===== config.mk =====
export PLATFORM = sky130hd
export DESIGN_NAME = mips_io_bridge
export DESIGN_NICKNAME = d
export VERILOG_FILES = /design/src/rtl/mips_io_bridge_pkg.sv /design/src/rtl/mips_io_bridge_addr_decode.sv /design/src/rtl/mips_io_bridge.sv
export SDC_FILE = /design/constraint.sdc
export NUM_CORES = 1
export LEC_CHECK = 0
export CAP_MARGIN = 5
export CORE_AREA = 2 2 153 155
export CTS_BUF_LIST = sky130_fd_sc_hd__clkbuf_4 sky130_fd_sc_hd__clkbuf_8
export DETAILED_ROUTE_END_ITERATION = 10
export DIE_AREA = 0 0 155 157
export SLEW_MARGIN = 20
export SYNTH_ARGS = -nofsm -noshare
export SYNTH_HDL_FRONTEND = slang
export SYNTH_SLANG_ARGS = --single-unit

===== constraint.sdc =====
create_clock -name clk -period 2.95 [get_ports clk]
set_input_delay 0.7375 -clock clk [delete_from_list [all_inputs] [get_ports clk]]
set_output_delay 0.7375 -clock clk [all_outputs]
set_load 0.03 [all_outputs]

===== src/rtl/mips_io_bridge_pkg.sv =====
// ----------------------------------------------------------------------------
// mips_io_bridge_pkg
// Purpose : Shared address map and byte-enable constants for the MIPS I/O
//           bridge, plus a helper for inclusive range checks.
// Contents: DM/T0/T1 base and end addresses (inclusive), BYTEEN_FULL,
//           one-hot hit vector bit positions, addr_in_range().
// ----------------------------------------------------------------------------
package mips_io_bridge_pkg;

    localparam logic [31:0] DM_BASE = 32'h0000_0000;
    localparam logic [31:0] DM_END  = 32'h0000_2FFF;
    localparam logic [31:0] T0_BASE = 32'h0000_7F00;
    localparam logic [31:0] T0_END  = 32'h0000_7F0B;
    localparam logic [31:0] T1_BASE = 32'h0000_7F10;
    localparam logic [31:0] T1_END  = 32'h0000_7F1B;

    localparam logic [3:0] BYTEEN_FULL = 4'b1111;

    // Bit positions inside the one-hot hit vector {dm, t0, t1, none}.
    localparam int unsigned HIT_DM   = 3;
    localparam int unsigned HIT_T0   = 2;
    localparam int unsigned HIT_T1   = 1;
    localparam int unsigned HIT_NONE = 0;

    // Inclusive range check over the full 32-bit address.
    function automatic logic addr_in_range(input logic [31:0] addr,
                                           input logic [31:0] base,
                                           input logic [31:0] last);
        return (addr >= base) && (addr <= last);
    endfunction

endpackage


===== src/rtl/mips_io_bridge_addr_decode.sv =====
// ----------------------------------------------------------------------------
// mips_io_bridge_addr_decode
// Purpose : Fully decodes a 32-bit CPU byte address against the bridge map.
// Ports   : i_addr  - CPU byte address
//           o_hit   - one-hot {hit_dm, hit_t0, hit_t1, hit_none}
// ----------------------------------------------------------------------------
module mips_io_bridge_addr_decode
    import mips_io_bridge_pkg::*;
(
    input  logic [31:0] i_addr,
    output logic [3:0]  o_hit
);

    logic w_dm;
    logic w_t0;
    logic w_t1;

    assign w_dm = addr_in_range(i_addr, DM_BASE, DM_END);
    assign w_t0 = addr_in_range(i_addr, T0_BASE, T0_END);
    assign w_t1 = addr_in_range(i_addr, T1_BASE, T1_END);

    // Regions are disjoint, so exactly one bit is set.
    always_comb begin
        o_hit           = 4'b0000;
        o_hit[HIT_DM]   = w_dm;
        o_hit[HIT_T0]   = w_t0;
        o_hit[HIT_T1]   = w_t1;
        o_hit[HIT_NONE] = ~(w_dm | w_t0 | w_t1);
    end

endmodule


===== src/rtl/mips_io_bridge.sv =====
// ----------------------------------------------------------------------------
// mips_io_bridge
// Purpose : Bridge between the MIPS memory stage and its memory-mapped slaves
//           (data memory, Timer0, Timer1). Combinational write steering and
//           read multiplexing, plus one sticky fault register.
// Ports   : clk, reset (sync, active-low)
//           m_tmp_data_*  - CPU side: addr, wdata, byteen in; rdata out
//           m_data_*      - data memory: addr, wdata, byteen out; rdata in
//           timer0_*/timer1_* - timers: addr, we, wd out; rd in
//           bridge_fault  - set on unmapped write or partial timer write,
//                           cleared only by reset
// ----------------------------------------------------------------------------
module mips_io_bridge
    import mips_io_bridge_pkg::*;
(
    input  logic        clk,
    input  logic        reset,
    input  logic [31:0] m_tmp_data_addr,
    input  logic [31:0] m_tmp_data_wdata,
    input  logic [3:0]  m_tmp_data_byteen,
    output logic [31:0] m_tmp_data_rdata,
    output logic [31:0] m_data_addr,
    output logic [31:0] m_data_wdata,
    output logic [3:0]  m_data_byteen,
    input  logic [31:0] m_data_rdata,
    output logic [31:0] timer0_addr,
    output logic        timer0_we,
    output logic [31:0] timer0_wd,
    input  logic [31:0] timer0_rd,
    output logic [31:0] timer1_addr,
    output logic        timer1_we,
    output logic [31:0] timer1_wd,
    input  logic [31:0] timer1_rd,
    output logic        bridge_fault
);

    logic [3:0] w_hit;
    logic       w_write;
    logic       w_full;
    logic       w_fault;
    logic       r_fault;

    mips_io_bridge_addr_decode u_addr_decode (
        .i_addr (m_tmp_data_addr),
        .o_hit  (w_hit)
    );

    assign w_write = (m_tmp_data_byteen != 4'b0000);
    assign w_full  = (m_tmp_data_byteen == BYTEEN_FULL);

    assign m_data_addr  = m_tmp_data_addr;
    assign timer0_addr  = m_tmp_data_addr;
    assign timer1_addr  = m_tmp_data_addr;
    assign m_data_wdata = m_tmp_data_wdata;
    assign timer0_wd    = m_tmp_data_wdata;
    assign timer1_wd    = m_tmp_data_wdata;

    // Timers only accept whole-word writes; partial writes are dropped.
    assign m_data_byteen = w_hit[HIT_DM] ? m_tmp_data_byteen : 4'b0000;
    assign timer0_we     = w_hit[HIT_T0] & w_full;
    assign timer1_we     = w_hit[HIT_T1] & w_full;

    always_comb begin
        m_tmp_data_rdata = 32'h0000_0000;
        unique case (w_hit)
            4'b1000: m_tmp_data_rdata = m_data_rdata;
            4'b0100: m_tmp_data_rdata = timer0_rd;
            4'b0010: m_tmp_data_rdata = timer1_rd;
            default: m_tmp_data_rdata = 32'h0000_0000;
        endcase
    end

    assign w_fault = w_write & (w_hit[HIT_NONE] |
                                ((w_hit[HIT_T0] | w_hit[HIT_T1]) & ~w_full));

    always_ff @(posedge clk) begin
        if (!reset) begin
            r_fault <= 1'b0;
        end else if (w_fault) begin
            r_fault <= 1'b1;
        end
    end

    assign bridge_fault = r_fault;

endmodule


### Yosys cells after proc, flatten, opt, wreduce, memory -nomap -nowiden

Index checks and enable logic that the tools add are counted.

| cells by class | value |
|---|---|
| order comparisons | 6 |
| eq/ne operators | 4 |
| muxes and demuxes | 2 |
| bitwise operators | 10 |
| reduce and logical (&&, ||, !) cells | 4 |

Operator list:

| kind | number |
|---|---|
| $pmux 32 s3 | 1 |
| $ge 32x15->1 const B | 2 |
| $le 32x15->1 const B | 2 |
| $ge 32x1->1 const B | 1 |
| $le 32x14->1 const B | 1 |
| $eq 4x4->1 const B | 2 |
| $and 1x1->1 | 4 |
| $eq 4x2->1 const B | 1 |
| $eq 4x3->1 const B | 1 |
| $mux 4 | 1 |
| $or 1x1->1 | 4 |
| $reduce_bool 4->1 | 1 |
| $logic_and 1x1->1 | 3 |
| $not 1->1 | 2 |

| storage, ports and cells | value |
|---|---|
| register bits | 1 |
| input port bits | 166 |
| output and inout port bits | 231 |
| word-level logic and storage cells | 27 |

### Logic depth before layout (Yosys ltp)

| logic depth | value |
|---|---|
| depth in word-level cells | 7 |
| depth in mapped cells | 6 |
| depth with buffers taken out | 4 |

### Hierarchy

From an unflattened synthesis, not the netlist that was laid out.

| second synthesis, totals | value |
|---|---|
| cell total of the unflattened synthesis | 299 |
| area total of the unflattened synthesis | 2184.6 sq um |

Modules (own cells, without submodules):

| module | times used | cells an instance | area an instance (sq um) | sequential area each (sq um) |
|---|---|---|---|---|
| mips_io_bridge | 1 | 281 | 2063.2 | 20.0 |
| mips_io_bridge_addr_decode | 1 | 18 | 121.4 | 0.0 |

### Least setup slack after synthesis

OpenSTA, ideal clock, no wires.

| timing | value |
|---|---|
| kind | input -> output |
| start | in m_tmp_data_addr[26] |
| end | out timer0_we |
| arrival time | 2.213 ns |
| data required time | 2.213 ns |
| slack | 0.000 ns |
| cell stages on the path | 5 |
| buffers on the path | 1 |
| cells stage by stage | nor4_2 > nand2_1 > or2_1 > buf_6 > nor3_1 |

| between the ends | value |
|---|---|
| longest elaborated chain between the ends | 3 |
| elaborated cells on any way between the ends | 4 |
| those cells by class | 2 x order compare; 1 x bitwise; 1 x reduce/logical |

Ends and longest elaborated chain:

| element | line | text |
|---|---|---|
| start: declaration | mips_io_bridge.sv:18 | `input logic [31:0] m_tmp_data_addr,` |
| $ge 32x15->1 or $le 32x15->1 (tied branches) | mips_io_bridge_pkg.sv:29 | `return (addr >= base) && (addr <= last);` |
| $logic_and 1x1->1 * | mips_io_bridge_pkg.sv:29 |  |
| $and 1x1->1 * | mips_io_bridge.sv:60 | `assign timer0_we = w_hit[HIT_T0] & w_full;` |
| end: declaration | mips_io_bridge.sv:27 | `output logic timer0_we,` |

Every way passes the cells marked *; elsewhere a longest branch is shown, timed or not.

### Worst setup path in the final report

| timing | value |
|---|---|
| start | in m_tmp_data_addr[6] |
| end | out timer0_we |

Same word-level chain as after synthesis.

==> impl_metrics.yaml <==
power:
  worst_ir_drop_vdd_v: 0.00006133
  power_leakage_nw: 1.781
  power.density_cell_area_nw_per_um2: 140.1
timing:
  finalWorstPathRequiredPeriod_ns: 2.924
  drv_slew: 0
  timing.final.hold_violations: 0
  clock_skew_ns: 0
  grt_setup_unrepaired: "yes"
  timing.slew.headroom_pct: 71.85
  setup_violations: 0
  fin_tns_setup_ns: 0
  timing_worst_slew_pin_value_ns: 0.4167
  timing.fmax_mhz: 342.0
  final.period_utilization_pct: 99.12
synthesis:
  post_synth_instance_area_um2: 2530
  seq_area_frac_synth_pct: 0.7913
  syn_area_per_cell_um2: 7.507
  ys_ff_latch: 1
  main_area_contributors_after_synthesis: "sky130_fd_sc_hd__buf_4 (57%), sky130_fd_sc_hd__mux2_2 (14%), sky130_fd_sc_hd__a32oi_1 (11%)"
  asyncSetResetFlopFracSynth_pct: 0
  cell_taking_the_most_area_after_synthesis: "sky130_fd_sc_hd__buf_4"
  synth.top_cell.area_share_pct: 57.27
  synth.lib_cells_used.distinct: 26
  synthesis_warning_total: 0
  synth-edff-count: 0
  synth_ff_type: "sky130_fd_sc_hd__dfxtp_1"
  mappedNetlistNets: 503
  postSynthCellCount: 337
run_status:
  run_status: "completed"
drt:
  drt_wl_total_um: 11690
  met3_wirelength_um: 1080
  avgRoutedWirePerCell_um: 15.93
  remaining_design_rule_violation_count: 0
  detail_route.wirelength.met1_um: 4436
  vias: 2580
  detailroute.wirelength.met2_um: 5893
  final_antenna_net_count: 0
  drtPass1Iterations: 4
  drt-vias-per-instance: 3.515
  drt_iter0_drc: 74
  highest-signal-layer: "met4"
final_layout:
  share_of_layout_cells_above_drive_strength_1_pct: 38.53
  syn_to_final_growth_pct: 87.69
  nNetsFinal: 617
  number_of_flip_flops_in_the_largest_register: 1
  number_of_antenna_diodes: 0
  finish.utilization_pct: 21.10
  final.fill_count: 2466
setup_path:
  worst_ep_arrival_time_ns: 2.19
  timing.critical_path.required_ns: 2.21
  setup.worst_path.end_class: "output pin"
  criticalPathCategory: "in2out"
  cp_cell_sequence: "buf_6, nand4b_1, a2111oi_4, buf_4, buf_8, nand3_2, nor3_4, buf_6"
  slowest_delay_ns: 0.32
  cp.buffers_inverters: 4
  path_max_fanout: 4
  path_delay_family: "simple AND/OR/NAND/NOR gates"
  crit_slowest_cell: "sky130_fd_sc_hd__a2111oi_4"
  worst_setup_path_start_kind: "input pin"
  critical_path.most_common_cell: "sky130_fd_sc_hd__buf_6"
die:
  top_level_ports: 397
  die_y_um: 157
  initial_core_util_pct: 11.24
  floorplan.core_area_um2: 22500
  horizontal_die_dimension_um: 155
  die_outline_area_um2: 24340
  fp-row-count: 55
clock_tree:
  cts_hold_buffers: 0
  worst_setup_hold_path_clk_slew_ns: 0
  clock_latency_ns: 0
run:
  drv.max_cap_violation_count: 0
place:
  detailed_place_hpwl_um: 9589
  gp_congestion: 0.7015
  io_buffer_count: 268
global_routing:
  grt_antenna_before_repair: 0
  pin_count_of_the_biggest_net_entering_global_routing: 34
  grt_first_pass_wirelength_um: 15750
  globalRouteTotalUtil_pct: 8.413
  grt_overflow: 0
  first_global_vias: 2639
worst_hold_path:
  min_path_type: "reg2reg"
-- routing by layer --
layer  vias up  GRT usage [%]
met2       177          15.51
met5         -              0
li1       1204              -
met3        35          1.845
met4         0          1.984
met1      1164          9.894
-- cells by family after synthesis --
group / share of synthesized area, %
AND/OR/NAND/NOR: 10.63
multiplexers: 14.24
AO/OA/AOI/OAI: 13.40
buffers and inverters: 60.93
flip-flops: 0.7913
-- worst paths after layout --
check                                        start            to  slack (ns)  depth (start not counted)
worst max-delay path            m_tmp_data_addr[6]     timer0_we        0.03                          8
worst min-delay path                  bridge_fault  bridge_fault        0.61                          3
worst max register to register        bridge_fault  bridge_fault        2.09                          4
worst min register to register        bridge_fault  bridge_fault        0.61                          3
-- through the flow --
stage	hold slack, ns	instances	total power, mW	area, um^2	worst slack [ns]
finish	0.6117	734	0.6654	4748	0.02599
global route	0.6565	734	0.7009	4748	-0.05901
CTS	0.6215	733	0.6713	4654	-0.04571
detailed placement	0.6185	726	0.6642	4453	-0.4703
global placement	0.6171	726	0.6615	4453	-0.4908
floorplan	0.7126	337	0.5868	2530	-0.0004339
-- cell usage in the layout (no fill, tap or decap), drive strengths merged --
cell           synthesis  final
and4                   1      1
nand4                  1      1
and3                   4      4
nand2                  4      4
nand3                  4      4
or2                    1      1
buf                  203    100
nor3                   3      3
o31a                   1      1
inv                    1      1
nor2                  34     34
dlymetal6s2s           0      2
clkdlybuf4s15          0     10
nand4bb                1      1
clkdlybuf4s50          0    197
mux2                  32     32
nand4b                 1      1
dlygate4sd2            0      5
nor4                   3      3
a32oi                 32     32
a2111oi                1      1
o41ai                  1      1
clkbuf                 6      7
dfxtp                  1      1
a2bb2oi                1      1
a21oi                  1      1
-- worst reg2reg max path, delay by kind of cell, from the launching register on --
kind	cells	cell delay (ns)
simple gates	2	0.20
compound gates	2	0.24
flops	1	0.30
-- cell type report --
class | count | area [um^2] | share of cell area, %
tap | 285 | 356.6 | 7.510
multi-input combinational | 126 | 1180 | 24.85
timing repair buffer | 321 | 3188 | 67.14
inverter | 1 | 3.754 | 0.07905
sequential | 1 | 20.02 | 0.4216
-- synth_stat cells, types with 2 or more instances --
master                     number
sky130_fd_sc_hd__and3_1         4
sky130_fd_sc_hd__buf_2          5
sky130_fd_sc_hd__buf_4        193
sky130_fd_sc_hd__buf_6          3
sky130_fd_sc_hd__a32oi_1       32
sky130_fd_sc_hd__nor3_1         3
sky130_fd_sc_hd__nand2_1        4
sky130_fd_sc_hd__nor4_1         2
sky130_fd_sc_hd__mux2_2        32
sky130_fd_sc_hd__nand3_1        4
sky130_fd_sc_hd__nor2_1        34
sky130_fd_sc_hd__buf_1          2
sky130_fd_sc_hd__clkbuf_1       6
-- where the power goes --
group,switching [mW],internal (mW),total (mW)
Combinational,0.299,0.351,0.650
Clock,0,0,0
Sequential,0.000688,0.0150,0.0156
Total,0.300,0.366,0.665
-- timing repair --
action	in CTS	in global routing
pin swaps	17	10
cloned	2	2
resized for setup	106	30
setup buffers	6	1
endpoints found under the setup margin	38	38
No activity file was read; power rests on OpenSTA's default activity.
